<file path="src/rtl/f2f_pkg.sv">
// Shared types and helpers for the f2f half-duplex link controller.
package f2f_pkg;

    typedef enum logic [2:0] {
        IDLE_RST,
        OWN,
        HANDOVER,
        LISTEN,
        TURN
    } link_state_e;

    localparam int MAX_LANES = 32;
    localparam int STAT_W    = 32;

    // Payload width: every lane except the top (control) lane carries data.
    function automatic int payload_width(input int lanes);
        return lanes - 1;
    endfunction

    // Handover token: control lane low, all data lanes high.
    function automatic logic [MAX_LANES-1:0] handover_word(input int lanes);
        return (MAX_LANES'(1) << (lanes - 1)) - MAX_LANES'(1);
    endfunction

endpackage

</file>
<file path="src/rtl/f2f_link_stats.sv">
// Wrapping event counters for f2f_hdx_link; compiled only when F2F_LINK_STATS_EN is defined.
`ifdef F2F_LINK_STATS_EN
module f2f_link_stats
    import f2f_pkg::*;
(
    input  logic              clk_i,
    input  logic              rst_i,
    input  logic              tx_ev_i,
    input  logic              rx_ev_i,
    input  logic              hdo_ev_i,
    input  logic              err_ev_i,
    output logic [STAT_W-1:0] tx_cnt_o,
    output logic [STAT_W-1:0] rx_cnt_o,
    output logic [STAT_W-1:0] hdo_cnt_o,
    output logic [STAT_W-1:0] err_cnt_o
);

    logic [STAT_W-1:0] tx_cnt_q, tx_cnt_d;
    logic [STAT_W-1:0] rx_cnt_q, rx_cnt_d;
    logic [STAT_W-1:0] hdo_cnt_q, hdo_cnt_d;
    logic [STAT_W-1:0] err_cnt_q, err_cnt_d;

    always_comb begin
        tx_cnt_d  = tx_cnt_q  + STAT_W'(tx_ev_i);
        rx_cnt_d  = rx_cnt_q  + STAT_W'(rx_ev_i);
        hdo_cnt_d = hdo_cnt_q + STAT_W'(hdo_ev_i);
        err_cnt_d = err_cnt_q + STAT_W'(err_ev_i);
    end

    always_ff @(posedge clk_i) begin
        if (rst_i) begin
            tx_cnt_q  <= '0;
            rx_cnt_q  <= '0;
            hdo_cnt_q <= '0;
            err_cnt_q <= '0;
        end else begin
            tx_cnt_q  <= tx_cnt_d;
            rx_cnt_q  <= rx_cnt_d;
            hdo_cnt_q <= hdo_cnt_d;
            err_cnt_q <= err_cnt_d;
        end
    end

    assign tx_cnt_o  = tx_cnt_q;
    assign rx_cnt_o  = rx_cnt_q;
    assign hdo_cnt_o = hdo_cnt_q;
    assign err_cnt_o = err_cnt_q;

endmodule
`endif

</file>
<file path="src/rtl/f2f_hdx_link.sv">
// Half-duplex token-passing controller for a shared bidirectional BLVDS lane bus.
// Define F2F_LINK_STATS_EN to add the TX/RX/handover/error statistics counters.
module f2f_hdx_link
    import f2f_pkg::*;
#(
    parameter int LANES       = 5,
    parameter int MAX_BURST   = 8,
    parameter int TURN_CYCLES = 2,
    parameter int TIMEOUT     = 256,
    parameter bit INIT_OWNER  = 1'b0
) (
    input  logic                            CLK_I,
    input  logic                            RST_I,
    input  logic [payload_width(LANES)-1:0] TX_DATA,
    input  logic                            TX_VALID,
    output logic                            TX_READY,
    output logic [payload_width(LANES)-1:0] RX_DATA,
    output logic                            RX_VALID,
    output logic                            OWNER,
    output logic                            LINK_ERR,
    output logic [LANES-1:0]                PAD_DO,
    input  logic [LANES-1:0]                PAD_DI,
    output logic                            PAD_T
`ifdef F2F_LINK_STATS_EN
    ,
    output logic [STAT_W-1:0]               TX_CNT,
    output logic [STAT_W-1:0]               RX_CNT,
    output logic [STAT_W-1:0]               HANDOVER_CNT,
    output logic [STAT_W-1:0]               ERR_CNT
`endif
);

    localparam int D  = payload_width(LANES);
    localparam int BW = $clog2(MAX_BURST + 1);
    localparam int TW = $clog2(TIMEOUT);
    localparam int CW = $clog2(TURN_CYCLES + 1);

    localparam logic [BW-1:0]    BURST_MAX = BW'(MAX_BURST);
    localparam logic [TW-1:0]    TMO_LAST  = TW'(TIMEOUT - 1);
    localparam logic [CW-1:0]    TURN_LAST = CW'(TURN_CYCLES - 1);
    localparam logic [LANES-1:0] HDO_WORD  = LANES'(handover_word(LANES));

    link_state_e      state_q, state_d;
    logic [BW-1:0]    burst_q, burst_d;
    logic [TW-1:0]    tmo_q, tmo_d;
    logic [CW-1:0]    turn_q, turn_d;
    logic [LANES-1:0] pad_do_q, pad_do_d;
    logic             pad_t_q, pad_t_d;
    logic             owner_q, owner_d;
    logic             link_err_q, link_err_d;
    logic [LANES-1:0] di_q, di_d;
    logic             di_ok_q, di_ok_d;
    logic             rx_valid_q, rx_valid_d;
    logic             rx_hdo_q, rx_hdo_d;
    logic [D-1:0]     rx_data_q, rx_data_d;

    logic tx_ready;
    logic is_data, is_hdo;
    logic ev_tx, ev_hdo, ev_err;

    assign tx_ready = (state_q == OWN) && (burst_q < BURST_MAX);

    // A word sampled while our own drivers were enabled is our echo, never the far end.
    always_comb begin
        di_d       = PAD_DI;
        di_ok_d    = pad_t_q;
        is_data    = (state_q == LISTEN) && di_ok_q && di_q[LANES-1];
        is_hdo     = (state_q == LISTEN) && di_ok_q && (di_q == HDO_WORD);
        rx_valid_d = is_data;
        rx_hdo_d   = is_hdo;
        rx_data_d  = is_data ? di_q[D-1:0] : rx_data_q;
    end

    // NOTE: every output of this block gets a default first, so no path can infer a latch.
    always_comb begin
        state_d    = state_q;
        burst_d    = burst_q;
        tmo_d      = tmo_q;
        turn_d     = turn_q;
        pad_do_d   = pad_do_q;
        pad_t_d    = pad_t_q;
        owner_d    = owner_q;
        link_err_d = link_err_q;
        ev_tx      = 1'b0;
        ev_hdo     = 1'b0;
        ev_err     = 1'b0;

        case (state_q)
            IDLE_RST: begin
                state_d = INIT_OWNER ? OWN : LISTEN;
                owner_d = INIT_OWNER;
            end
            OWN: begin
                pad_t_d = 1'b0;
                if (TX_VALID && tx_ready) begin
                    pad_do_d = {1'b1, TX_DATA};
                    burst_d  = burst_q + 1'b1;
                    ev_tx    = 1'b1;
                end else begin
                    pad_do_d = HDO_WORD;
                    state_d  = HANDOVER;
                    ev_hdo   = 1'b1;
                end
            end
            HANDOVER: begin
                pad_t_d  = 1'b1;
                pad_do_d = '0;
                burst_d  = '0;
                tmo_d    = '0;
                owner_d  = 1'b0;
                state_d  = LISTEN;
            end
            LISTEN: begin
                // A handover or data word outranks a timeout expiring on the same cycle.
                if (rx_hdo_q) begin
                    state_d = TURN;
                    turn_d  = '0;
                    tmo_d   = '0;
                    ev_hdo  = 1'b1;
                end else if (rx_valid_q) begin
                    tmo_d = '0;
                end else if (tmo_q == TMO_LAST) begin
                    link_err_d = 1'b1;
                    ev_err     = 1'b1;
                    tmo_d      = '0;
                    if (INIT_OWNER) begin
                        state_d = TURN;
                        turn_d  = '0;
                    end
                end else begin
                    tmo_d = tmo_q + 1'b1;
                end
            end
            TURN: begin
                if (turn_q == TURN_LAST) begin
                    state_d = OWN;
                    owner_d = 1'b1;
                    turn_d  = '0;
                end else begin
                    turn_d = turn_q + 1'b1;
                end
            end
            default: state_d = IDLE_RST;
        endcase
    end

    // NOTE: state registers use non-blocking assignments so every flop samples pre-edge values.
    always_ff @(posedge CLK_I) begin
        if (RST_I) begin
            state_q    <= IDLE_RST;
            burst_q    <= '0;
            tmo_q      <= '0;
            turn_q     <= '0;
            pad_do_q   <= '0;
            pad_t_q    <= 1'b1;
            owner_q    <= 1'b0;
            link_err_q <= 1'b0;
            di_q       <= '0;
            di_ok_q    <= 1'b0;
            rx_valid_q <= 1'b0;
            rx_hdo_q   <= 1'b0;
            rx_data_q  <= '0;
        end else begin
            state_q    <= state_d;
            burst_q    <= burst_d;
            tmo_q      <= tmo_d;
            turn_q     <= turn_d;
            pad_do_q   <= pad_do_d;
            pad_t_q    <= pad_t_d;
            owner_q    <= owner_d;
            link_err_q <= link_err_d;
            di_q       <= di_d;
            di_ok_q    <= di_ok_d;
            rx_valid_q <= rx_valid_d;
            rx_hdo_q   <= rx_hdo_d;
            rx_data_q  <= rx_data_d;
        end
    end

    assign TX_READY = tx_ready;
    assign RX_DATA  = rx_data_q;
    assign RX_VALID = rx_valid_q;
    assign OWNER    = owner_q;
    assign LINK_ERR = link_err_q;
    assign PAD_DO   = pad_do_q;
    assign PAD_T    = pad_t_q;

`ifdef F2F_LINK_STATS_EN
    f2f_link_stats u_stats (
        .clk_i     (CLK_I),
        .rst_i     (RST_I),
        .tx_ev_i   (ev_tx),
        .rx_ev_i   (rx_valid_q),
        .hdo_ev_i  (ev_hdo),
        .err_ev_i  (ev_err),
        .tx_cnt_o  (TX_CNT),
        .rx_cnt_o  (RX_CNT),
        .hdo_cnt_o (HANDOVER_CNT),
        .err_cnt_o (ERR_CNT)
    );
`else
    logic unused_ev;
    assign unused_ev = ev_tx ^ ev_hdo ^ ev_err;
`endif

endmodule

</file>
<file path="config.mk">
export PLATFORM = sky130hd
export DESIGN_NAME = f2f_hdx_link
export DESIGN_NICKNAME = d
export VERILOG_FILES = /design/src/rtl/f2f_pkg.sv /design/src/rtl/f2f_link_stats.sv /design/src/rtl/f2f_hdx_link.sv
export SDC_FILE = /design/constraint.sdc
export NUM_CORES = 1
export LEC_CHECK = 0
export CORE_UTILIZATION = 55
export CTS_CLUSTER_DIAMETER = 30
export DETAILED_ROUTE_END_ITERATION = 8
export GPL_ROUTABILITY_DRIVEN = 0
export HOLD_SLACK_MARGIN = 0.06
export PLACE_DENSITY = 0.92
export SETUP_SLACK_MARGIN = 0.05
export SKIP_CTS_REPAIR_TIMING = 1
export SLEW_MARGIN = 20
export SYNTH_ARGS = -nofsm -noshare
export SYNTH_HDL_FRONTEND = slang
export SYNTH_SLANG_ARGS = --single-unit
</file>
<file path="constraint.sdc">
create_clock -name CLK_I -period 2.9 [get_ports CLK_I]
set_clock_uncertainty 0.05 [all_clocks]
set_input_delay 0.58 -clock CLK_I [delete_from_list [all_inputs] [get_ports CLK_I]]
set_output_delay 0.58 -clock CLK_I [all_outputs]
set_load 0.02 [all_outputs]
</file>
Yosys cells after proc, flatten, opt, wreduce, memory -nomap -nowiden
Index checks and enable logic that the tools add are counted.
Widths: inputs -> output; s select.
Cells by class
  bitwise operators: 2
  reduce and logical (&&, ||, !) cells: 16
  order comparisons: 1
  muxes and demuxes: 18
  equality and inequality tests: 11
  add/subtract/negate cells: 3
Operators by type and width (number)
  $mux 8: 3
  $pmux 8 s2: 1
  $pmux 3 s4: 1
  $pmux 5 s2: 1
  $mux 3: 3
  $add 8x1->8 const B: 1
  $eq 8x8->1 const B: 1
  $pmux 4 s2: 1
  $reduce_bool 2->1: 4
  $eq 3x2->1 const B: 2
  $ne 2x2->1 const B: 3
  $reduce_and 2->1: 3
  $eq 5x4->1 const B: 1
  $logic_and 1x1->1: 5
  $mux 5: 1
  $add 4x1->4 const B: 1
  $lt 4x4->1 const B: 1
  $mux 2: 2
  $mux 4: 1
  $pmux 1 s2: 2
  $pmux 2 s2: 1
  $reduce_and 4->1: 1
  $eq 3x1->1 const B: 1
  $eq 3x3->1 const B: 1
  8 further kinds: 9
Storage, ports and cells
  bits in registers: 37
  bits of input ports: 12
  output and inout port bits: 14
  logic and storage cells: 64

Longest topological paths before layout
Gate-level depths: netlist (run 1).
  word-level depth: 5
  gate-level depth with buffers: 5
  mapped depth without buffers: 5

Worst setup path after synthesis (run 1)
Ideal clock, no wire load.
  path type: reg2out
  start: register state_q[2]
  end: output TX_READY
  cell stages (with the launch flop): 4
  arrival: 1208 ps
  buffers on the path: 1
  data required time: 2270 ps
  setup slack: 1062 ps
  path through: dfxtp_1 -> clkbuf_1 -> or3b_1 -> nor2_1
On the way
  cells in the longest elaborated chain, start to end: 2
RTL lines
  start, declared: line f2f_hdx_link.sv:43  | link_state_e state_q, state_d;
  start signal, assigned: line f2f_hdx_link.sv:164  | state_q <= state_d;
  $eq 3x1->1: line f2f_hdx_link.sv:61  | assign tx_ready = (state_q == OWN) && (burst_q < BURST_MAX);
  $logic_and 1x1->1: line f2f_hdx_link.sv:61
  end, declared: line f2f_hdx_link.sv:16  | output logic TX_READY,
Every way passes these cells.

Worst setup path in the final report (run 1)
  start: register state_q[1]
  end: output TX_READY
Same word-level chain as after synthesis.

==> results of run 1 <==
power breakdown:
| group | switching, mW | internal (mW) | total (mW) |
|---|---|---|---|
| Clock | 0.155 | 0.114 | 0.269 |
| Sequential | 0.0112 | 0.523 | 0.534 |
| Combinational | 0.0511 | 0.0462 | 0.0974 |
| Total | 0.217 | 0.683 | 0.900 |
per-layer routing:
| metal | vias up | share of wire | GRT usage |
|---|---|---|---|
| met5 | - | 0 | 0 |
| met4 | 0 | 0.020 | 0.0921 |
| met3 | 8 | 0.053 | 0.0791 |
| met2 | 33 | 0.47 | 0.360 |
| met1 | 553 | 0.45 | 0.282 |
| li1 | 613 | - | - |
stage by stage:
stage | std cells | cell area, µm² | setup WS, ns | hold slack [ns]
2_1_floorplan | 162 | 1470 | 1.06 | 0.347
6_report | 219 | 1800 | 0.300 | 0.371
4_1_cts | 219 | 1800 | 0.293 | 0.377
3_3_place_gp | 212 | 1750 | 0.708 | 0.355
3_5_place_dp | 212 | 1750 | 0.679 | 0.364
5_1_grt | 219 | 1800 | 0.213 | 0.397
cell type report:
| class | instances | area share |
|---|---|---|
| sequential | 37 | 0.411 |
| timing repair buffer | 27 | 0.147 |
| clock buffer | 7 | 0.0306 |
| multi-input combinational | 117 | 0.388 |
| tap | 30 | 0.0208 |
| inverter | 1 | 0.00208 |
Yosys cell counts (all sizes together) (3+ instances only):
master	number	area share
buf	3	0.0094
clkbuf	4	0.010
nand2	13	0.033
nor2b	7	0.030
nand4	4	0.017
dfxtp	37	0.50
mux2i	5	0.034
a21oi	12	0.041
nor2	23	0.064
xnor2	4	0.024
xor2	4	0.024
nor3	4	0.014
o21ai	8	0.027
nor3b	3	0.019
nand3	3	0.010
nand2b	5	0.021
state kept, by name, indices dropped and copies added, names as in the netlist, 2 cells and up:
signal	count
tmo_q	8
PAD_DO	5
turn_q	2
state_q	3
burst_q	4
di_q	5
RX_DATA	4
logic make-up after synthesis:
| family | synth area share |
|---|---|
| and+or+nand+nor | 0.262 |
| DFF | 0.503 |
| AOI/OAI and AO/OA | 0.114 |
| xor gates and xnor gates | 0.0476 |
| buffers and inverters | 0.0221 |
| muxes | 0.0340 |
| adders and majority gates | 0.0170 |
worst max-delay path: cells and delay by family (launching register included):
| kind | cells | cell delay, ns |
|---|---|---|
| DFF | 1 | 0.43 |
| and+or+nand+nor | 2 | 0.60 |
| buffers and inverters | 1 | 0.61 |
final timing paths:
check,end,slack (ns),cells past startpoint,from
worst min-delay path,rx_hdo_q,0.37,1,di_q[4]
worst max-delay path,TX_READY,0.30,3,state_q[1]
worst min register to register,rx_hdo_q,0.37,1,di_q[4]
worst max register to register,tmo_q[6],0.92,4,state_q[1]
==> impl_summary.md, run 1 <==
Timing
The number of pins with negative max-slew slack in the final report is 0. Setup violations remaining at the end of the flow were counted as 0. Setup repair after global routing left no endpoint under its margin. The slew at the pin with the worst max-slew slack is 0.619 ns.

Counting I/O delays and the setup requirement, the final critical path takes approximately 2.6 ns. In this run the tightest slew margin relative to its limit is 0.586. The highest clock rate is between 300 and 400 MHz. Setup total negative slack on the finished layout was measured at 0 ns.

Dividing the final minimum period by the clock period gives 0.897. The number of hold violations in the final report is 0.

Global routing
The global-route wire length before repair is approximately 4700 µm. The number of antenna violations at the first check in global routing was 0. The largest net degree at the start of global routing is 19. The global route total overflow is 0. The aggregate global-route resource usage is 0.229. The via count of the first global-routing pass came to around 1100.

Synthesis
The count of flip-flops with a built-in enable after synthesis is 0. Counting every instance in the synthesized netlist gives 162. The synthesized netlist occupies a cell area of 0.00147 mm².

The share of synthesized flip-flops with an asynchronous set or reset is 0. For this run, the register share of the synthesized area comes to 0.503. The number of flip-flops and latches in the synthesized netlist is 37. Averaged over all synthesized cells, the footprint is ~9.1 µm². For this run, the number of Yosys warnings is 0. For this run, the leading register cell type out of synthesis is dfxtp_1. The post-synthesis net count is approximately 180. The number of different library cells used by synthesis comes to 37.

Worst setup path
The critical path's largest stage delay is 0.61 ns. The kind of end point of the critical path is an output pin. The class of the most critical setup path is register to output pin.

The required arrival time at the worst endpoint is between 2 and 2.5 ns. The highest fanout seen on the critical path is 12. The critical path goes through or3b_1 > nor2_1 > clkdlybuf4s50_1. At the worst endpoint, the arrival time is just under 2 ns. The slowest cell on the critical path is clkdlybuf4s50_1. The worst setup path is launched from a register.

Power and ir drop
The worst-case IR drop observed on VDD is roughly 0.48 mV. The design draws about 900 µW. Dividing total power by cell area gives a power density of about 500 mW/mm². For this design the static power due to leakage is a little under 0.7 nW.

Route
The count of nets left with antenna violations once routing finished came out at 0. Summed over all layers, the routed wires come to about 2800 µm. For this run, the detailed router's first-pass iteration total came to 4. The routed layout has 1207 vias. The average detailed-routed wire length per instance is about 13 µm.

After detailed routing, the number of remaining DRC violations is 0. In this run, the number of DRC markers left after iteration 0 of detailed routing was 36. The detail-routed via count per cell is between 5 and 6.

Floorplan
The initial utilization of the core area, before any placement, comes to 0.589. The floorplan step defined a core boundary enclosing roughly 0.0025 mm². Measured along the y axis, the die boundary spans roughly 54 µm. After floorplanning, the core was divided into 18 placement rows. Measured along the x axis, the die boundary spans between 50 and 60 µm. The die covers 0.00289 mm².

The number of top-level pins is 26.

Finish
The final layout contains 203 nets. The library cells used most frequently in the layout, excluding fill and tap cells, are dfxtp_1, clkdlybuf4s50_1, nor2_1. The area growth from synthesis to layout is 22.4%. Of the cells placed in the final design, the portion with a size suffix greater than 1 is 0.0529. The multi-input gate area in the final layout is ~700 µm². Once layout is complete, the utilization of the core stands at 0.720.

0 antenna diodes ended up in the layout. Registers take approximately 740 µm². After filler insertion, the fill cell instance count of the layout stands at 177. The library cell used most frequently in the layout, excluding fill and tap cells, is dfxtp_1.

Placed design
Port buffering added 25 buffers. The total half-perimeter wirelength after legalization and detailed placement is approximately 2000 µm.

Clock network
TritonCTS built the clock tree. The total CTS buffers is 5. The clock net in this run drives a total of 37 sinks. The clock tree synthesis step divided the H-tree into 2 levels. The maximum clock path buffer count is 2. The clock insertion delay at the later pin of the skew report is around 0.34 ns. The root buffer cell chosen for the clock tree is clkbuf_4. The clock transition at the registers of the reported paths is roughly 0.1 ns.

Job
The tool flagged a number of max-cap violations equal to 0.

Hold path
The type of the worst min-delay path is register to register.

Run status
The run finished with clean final reports.
No activity file was read; power rests on OpenSTA's default activity.
==> run 2: changes to the inputs <==
--- a/config.mk
+++ b/config.mk
@@ -5,12 +5,12 @@
 export SDC_FILE = /design/constraint.sdc
 export NUM_CORES = 1
 export LEC_CHECK = 0
+export ABC_AREA = 1
 export CORE_UTILIZATION = 55
-export CTS_CLUSTER_DIAMETER = 30
 export DETAILED_ROUTE_END_ITERATION = 8
 export GPL_ROUTABILITY_DRIVEN = 0
 export HOLD_SLACK_MARGIN = 0.06
-export PLACE_DENSITY = 0.92
+export PLACE_DENSITY = 0.91
 export SETUP_SLACK_MARGIN = 0.05
 export SKIP_CTS_REPAIR_TIMING = 1
 export SLEW_MARGIN = 20
==> impl_summary.md, run 2 <==
Run status
The run finished with clean final reports.

Timing
The relative slew slack is 0.619 (+0.0322). The slew at the pin with the worst max-slew slack is 0.568 ns (-0.0513 ns). The number of pins with negative max-slew slack in the final report is 0 (unchanged). The part of the cycle the worst path needs is 0.805 (-0.0913). The highest clock rate was 428 MHz (+11%). The final setup violation count came to 0 (unchanged). Setup repair after global routing left no endpoint under its margin. The worst hold slack across all endpoints is 0.378 ns (+0.00735 ns).

The post-route setup TNS is 0 ns (unchanged). The number of hold violations in the final report is 0 (unchanged). The post-route minimum period is 2.34 ns (-0.265 ns).

Synthesis
The number of distinct library cells after synthesis is 24 (-35%). The synthesis warning total is 0 (unchanged). The post-synthesis net count is 221 (+26%).

The share of synthesized flip-flops with an asynchronous set or reset came to 0 (unchanged). The area share of the largest cell type after synthesis was 0.486 (-0.0170). The share of synthesized area occupied by flip-flops and latches is 0.486 (-0.0170). The count of flip-flops with a built-in enable after synthesis is 0 (unchanged). The number of flip-flops and latches in the synthesized netlist is 37 (unchanged). The average size of a mapped cell is 7.36 µm² (-19%).

The largest area contributor in the netlist is dfxtp_1. By area the synthesized netlist is led by dfxtp_1, nor2_1, nand2_1. In the post-synthesis netlist, the cell with the most instances is dfxtp_1. Among all flip-flop cells after synthesis, the most frequent one is dfxtp_1.

The post-synthesis instance total is 207 (+28%). The mapped cell area is 0.00152 mm² (+3.5%). Counting instances in the post-synthesis netlist gives the leading cell types as dfxtp_1, nor2_1, nand2_1.

Finish
The area growth from synthesis to layout is 22.8%. The most flop-heavy register is tmo_q. The library cells used most frequently in the layout, excluding fill and tap cells, are dfxtp_1, nor2_1, nand2_1. The number of standard cells in the final layout excluding fillers came to 266 (+21%). The fraction of final layout cells sized beyond drive strength 1 came to 0.0424 (-0.0105). The cell area after layout is 0.00187 mm² (+3.8%). The net total in the final layout is 249 (+23%). The number of diodes added for antenna fixing came to 0 (unchanged). The flip-flop count of the largest register after layout was 8 (unchanged).

The final standard cell utilization of the core is 0.735 (+0.0143). Leaving out fill and tap cells, the most frequent cell in the layout is dfxtp_1.

Global routing
The aggregate global-route resource usage came to 0.230 (+0.00138). The global route total overflow is 0 (unchanged). The via count of the first global-routing pass is 1168 (+6.0%). The largest net degree at the start of global routing is 19 (unchanged).

The number of antenna violations at the first check in global routing was 0 (unchanged). The global-route wire length before repair is 4780 µm (+2.0%).

Floorplan
The core area was 0.00254 mm² (+1.8%). The die extent in x is 54.6 µm (+1.7%). The number of top-level pins is 26 (unchanged). The floorplan row count is 18 (unchanged). The full die area is 0.00298 mm² (+3.3%). The vertical die dimension is 54.6 µm (+1.7%). The initial cell density of the core came to 0.598 (+0.00974).

Worst setup path
The worst path buffer plus inverter count is 2 (+1). The critical path's largest stage delay came to 0.59 ns (-0.02 ns). The arrival time at the worst endpoint came to 1.71 ns (-0.26 ns). The kind of cell adding the most delay to the critical path is buffers and inverters.

The sort of element at the start of the critical path is a register. The kind of end point of the critical path is an output pin. The slowest cell on the critical path is clkdlybuf4s50_1.

The highest fanout seen on the critical path was 10 (-2). Walking the worst path, the cells encountered are nor2_1 > nand3_1 > inv_1 > clkdlybuf4s50_1. The required arrival time at the worst endpoint came to 2.27 ns (about the same). The class of the most critical setup path is register to output pin.

Route
The routed length on met3 was 116 µm (-22%). The uppermost layer routed is met4. The average detailed-routed wire length per instance is 11.3 µm (-11%). The count of unresolved DRC violations after routing was 0 (unchanged). The initial detailed-routing violation count is 30 (-17%). The detailed-routing iteration count for the pre-antenna-repair pass is 4 (unchanged). The aggregate routed wire length is 3010 µm (+8.5%). The detailed-route via count is 1361 (+13%). The antenna violation net count after detailed routing was 0 (unchanged).

The met2 wire length came to 1430 µm (+9.2%). The routed metal-1 wirelength is 1410 µm (+12%). The detail-routed via count per cell came to 5.12 (-7.2%).

Clock network
The maximum clock path buffer count is 2 (unchanged). The clock transition at the registers of the reported paths is 0.12 ns (+0.02 ns). The tree is rooted in a clkbuf_4.

The number of sinks on the clock net came to 37 (unchanged). TritonCTS built the clock tree. The clock insertion delay at the later pin of the skew report is 0.34 ns (about the same).

The total CTS buffers is 5 (unchanged). The level count of the clock H-tree is 2 (unchanged).

Power and ir drop
The leakage power total came to 0.818 nW (+21%). The fraction of power consumed by sequential logic is 0.530 (-0.063). The portion of total power attributed to the clock network came to 0.353 (+0.054). The internal portion of total power came to 762 µW (+12%).

The worst voltage drop across the vdd grid is 0.433 mV (-9.4%). The part of the power in combinational logic is 0.117 (+0.009). The switching power was 261 µW (+20%). The switching fraction of total power is 0.255 (+0.0138). The power density over the cells was 547 mW/mm² (+9.5%).

Placed design
The total half-perimeter wirelength after legalization and detailed placement was 2090 µm (+2.8%). The post-placement cell area is 0.00179 mm² (+2.5%). The total instance count after detailed placement is 258 (+22%).

The number of I/O port buffers is 25 (unchanged).

Hold path
The type of the worst min-delay path is register to register.

Job
The count of max-cap constraint violations is 0 (unchanged).
-- run 2: worst paths after layout --
check             startpoint        to  slack [ns]  depth (start not counted)
setup / recovery  state_q[2]  TX_READY        0.56                          4
hold / removal       di_q[4]  rx_hdo_q        0.38                          1
setup reg to reg  state_q[2]     PAD_T        1.36                          7
hold reg to reg      di_q[4]  rx_hdo_q        0.38                          1
-- run 2: logic make-up after synthesis --
logic type | count (synthesis) | synth area share
and+or+nand+nor | 98 | 0.277
buffers and inverters | 37 | 0.0978
DFF | 37 | 0.486
AOI/OAI and AO/OA | 32 | 0.117
adders and majority gates | 2 | 0.0164
xor gates and xnor gates | 1 | 0.00575
-- run 2: per-stage QoR --
| stage | setup slack, ns | power, mW |
|---|---|---|
| 6_report | 0.565 | 1.02 |
| 5_1_grt | 0.437 | 1.06 |
| 4_1_cts | 0.564 | 1.03 |
| 3_5_place_dp | 0.956 | 0.673 |
| 3_3_place_gp | 0.978 | 0.670 |
| 2_1_floorplan | 1.49 | 0.623 |
-- run 2: per-layer routing --
layer | GRT usage | up-vias
met2 | 0.359 | 29
met5 | 0 | -
met4 | 0.103 | 0
met1 | 0.289 | 602
met3 | 0.0694 | 6
li1 | - | 724
-- run 2: cell type report --
cell class              count  area [µm²]
fillers                   192         676
well taps                  30        37.5
clock buffers               6        41.3
inverters                  32         120
clock inverters             2        38.8
repair buffers             26         258
flip-flops and latches     37         741
multi-input cells         133         633
-- run 2: power by group through the flow --
stage          combinational [mW]  sequential (mW)  clock (mW)
6_report                    0.120            0.542       0.361
5_1_grt                     0.133            0.546       0.383
4_1_cts                     0.120            0.542       0.363
3_5_place_dp                0.119            0.554           0
3_3_place_gp                0.117            0.553           0
2_1_floorplan              0.0644            0.559           0
==> run 3: changes to the inputs <==
--- a/config.mk
+++ b/config.mk
@@ -6,11 +6,11 @@
 export NUM_CORES = 1
 export LEC_CHECK = 0
 export ABC_AREA = 1
-export CORE_UTILIZATION = 55
+export CORE_UTILIZATION = 46
 export DETAILED_ROUTE_END_ITERATION = 8
 export GPL_ROUTABILITY_DRIVEN = 0
 export HOLD_SLACK_MARGIN = 0.06
-export PLACE_DENSITY = 0.91
+export PLACE_DENSITY = 0.83
 export SETUP_SLACK_MARGIN = 0.05
 export SKIP_CTS_REPAIR_TIMING = 1
 export SLEW_MARGIN = 20
==> constraint.sdc (replaced) <==
create_clock -name CLK_I -period 2.1 [get_ports CLK_I]
set_clock_uncertainty 0.05 [all_clocks]
set_input_delay 0.42 -clock CLK_I [delete_from_list [all_inputs] [get_ports CLK_I]]
set_output_delay 0.42 -clock CLK_I [all_outputs]
set_load 0.02 [all_outputs]
==> impl_summary.md, run 3 (same netlist as run 2, synthesis figures left out) <==
Run status
The flow ran to the end, and the final reports show no timing, DRC or antenna violations.

Finish
Relative to the synthesized area, the layout overhead comes to 23.3%. More flip-flops sit in one register than any other, and that register is tmo_q. The flip-flop count of the largest register after layout came to 8 (unchanged). The fraction of final layout cells sized beyond drive strength 1 is 0.0549 (+0.0125). The number of standard cells in the final layout excluding fillers is 281 (+5.6%). The filler cell count in the final layout is 294 (+53%).

The library cells used most frequently in the layout, excluding fill and tap cells, are dfxtp_1, nor2_1, nand2_1. The multi-input gate area in the final layout is 633 µm² (unchanged). The net total in the final layout is 250 (+0.40%). The cell area after layout is 0.00188 mm² (+0.47%). The number of diodes added for antenna fixing was 0 (unchanged). The area taken by flip-flops and latches is 742 µm² (+0.17%).

Worst setup path
The worst path buffer plus inverter count is 1 (-1). Walking the worst path, the cells encountered are clkdlybuf4s50_1. In this run the critical register-to-register path is launched from state_q[0].

The kind of cell adding the most delay to the critical path is buffers and inverters. The class of the most critical setup path is register to output pin. The highest fanout seen on the critical path is 2 (-8). The worst setup path is launched from a register. The cell depth of the worst flop-to-flop path came to 4 (-3). The worst-case register-to-register setup slack is 0.68 ns (-0.68 ns).

The required arrival time at the worst endpoint was 1.63 ns (-0.64 ns). Among all stages on the critical path, the largest delay is contributed by clkdlybuf4s50_1. The critical path's largest stage delay came to 0.61 ns (+0.02 ns). STA classifies the critical path endpoint as an output pin. The arrival time at the worst endpoint came to 1.31 ns (-0.40 ns).

The critical register-to-register path endpoint is PAD_DO[3].

Timing
The number of pins with negative max-slew slack in the final report is 0 (unchanged). The number of hold violations in the final report came to 0 (unchanged). Setup repair after global routing left no endpoint under its margin.

The worst hold slack across all endpoints is 0.380 ns (+0.00169 ns). The highest clock rate is about 560 MHz. The post-route setup TNS is 0 ns (unchanged). The relative slew slack came to 0.600 (-0.0189). In the finished design, the share of the clock period the worst path needs comes to 0.847.

The slew at the pin with the worst max-slew slack is 0.596 ns (+0.0281 ns). Counting I/O delays and the setup requirement, the final critical path takes about 1.8 ns. The final setup violation count is 0 (unchanged).

Power and ir drop
The part of the power in combinational logic is 0.128 (+0.011). The power density over the cells is 688 mW/mm² (+26%). The portion of total power attributed to the clock network is 0.293 (-0.060). The fraction of power consumed by sequential logic is 0.580 (+0.050). The switching power came to 359 µW (+38%). The switching fraction of total power is 0.278 (+0.0229). The leakage power total is 0.830 nW (+1.5%).

The worst voltage drop across the vdd grid came to 0.402 mV (-7.1%). The internal portion of total power was 933 µW (+22%).

Global routing
The global route total overflow is 0 (unchanged). The largest net degree at the start of global routing came to 19 (unchanged). The global-route wire length before repair is 4780 µm (unchanged). The via count of the first global-routing pass came to 1184 (+1.4%). The number of antenna violations at the first check in global routing is 0 (unchanged). The aggregate global-route resource usage was 0.180 (-0.0495).

Route
The initial detailed-routing violation count came to 45 (+50%). The met2 wire length is 1360 µm (-5.2%). The detailed-routing iteration count for the pre-antenna-repair pass came to 4 (unchanged).

The count of unresolved DRC violations after routing is 0 (unchanged). Signal routing reaches up to met4. The antenna violation net count after detailed routing is 0 (unchanged). The detailed-route via count is 1366 (+0.37%).

The average detailed-routed wire length per instance is 9.94 µm (-12%). The aggregate routed wire length came to 2790 µm (-7.3%). The routed length on met3 is 139 µm (+20%).

The routed metal-1 wirelength was 1270 µm (-10%). The detail-routed via count per cell is 4.86 (-5.0%).

Floorplan
The die extent in x is 59.5 µm (+9.0%). The initial cell density of the core is 0.491 (-0.108). The core area is 0.00310 mm² (+22%). The floorplan row count is 20 (+2). The full die area is 0.00354 mm² (+19%). The number of top-level pins is 26 (unchanged). The vertical die dimension came to 59.5 µm (+9.0%).

Placed design
The post-placement cell area came to 0.00181 mm² (+1.4%). The number of I/O port buffers is 25 (unchanged). The total half-perimeter wirelength after legalization and detailed placement is 2070 µm (-0.60%). The total instance count after detailed placement is 273 (+5.8%).

Clock network
The level count of the clock H-tree came to 2 (unchanged). The maximum clock path buffer count was 2 (unchanged). CTS placed an instance of clkbuf_4 at the clock tree root. The clock transition at the registers of the reported paths came to 0.12 ns (about the same). The number of sinks on the clock net was 37 (unchanged). The clock insertion delay at the later pin of the skew report is 0.34 ns (about the same).

The TritonCTS clock tree is built. The total CTS buffers is 5 (unchanged).

Hold path
The worst hold path begins at di_q[4]. The number of cells on the worst hold path is 1 (unchanged). The path with the worst hold slack has its endpoint at rx_hdo_q. The tightest min-delay check is of the register to register type.

Job
The count of max-cap constraint violations was 0 (unchanged).
## run 3: changes by cell type in the layout (fill, tap and decap cells not counted), sizes merged
cell	previous run	this run
clkdlybuf4s50	25	24
bufinv	1	0
dlymetal6s2s	0	1
clkbuf	6	5
buf	1	2
clkinv	1	3
## run 3: through the flow
step           setup WS, ns   util  power [mW]
6_report              0.321  0.605        1.29
5_1_grt               0.252  0.605        1.37
4_1_cts             -0.0665  0.604        1.30
3_5_place_dp          0.321  0.585       0.931
3_3_place_gp          0.335  0.585       0.927
2_1_floorplan         0.850      -       0.861
## run 3: power groups by stage
stage / clock network, mW / registers (mW) / logic [mW]
after floorplan: 0 / 0.772 / 0.0889
after global placement: 0 / 0.764 / 0.164
after detailed placement: 0 / 0.765 / 0.166
after CTS: 0.388 / 0.749 / 0.167
after global routing: 0.428 / 0.754 / 0.184
final: 0.378 / 0.749 / 0.165
## run 3: routing by layer
layer | up-vias | global-route usage
li1 | 721 | -
met1 | 609 | 0.201
met2 | 32 | 0.319
met3 | 4 | 0.0546
met4 | 0 | 0.0731
met5 | - | 0
## run 3: final cells by class
| cell class | count | area share |
|---|---|---|
| Clock buffer | 5 | 0.0200 |
| Inverter | 32 | 0.0640 |
| Sequential cell | 37 | 0.395 |
| Multi-Input combinational cell | 133 | 0.337 |
| Timing Repair Buffer | 27 | 0.143 |
| Clock inverter | 3 | 0.0120 |
| Tap cell | 44 | 0.0293 |
## run 3: worst max path at each step
stage / startpoint / cells past startpoint / end
final: RX_DATA[0] / 1 / RX_DATA[0]
after global routing: state_q[2] / 4 / TX_READY
after CTS: state_q[2] / 4 / TX_READY
after detailed placement: state_q[2] / 4 / TX_READY
after global placement: state_q[2] / 4 / TX_READY
after floorplan: RST_I / 5 / tmo_q[0]
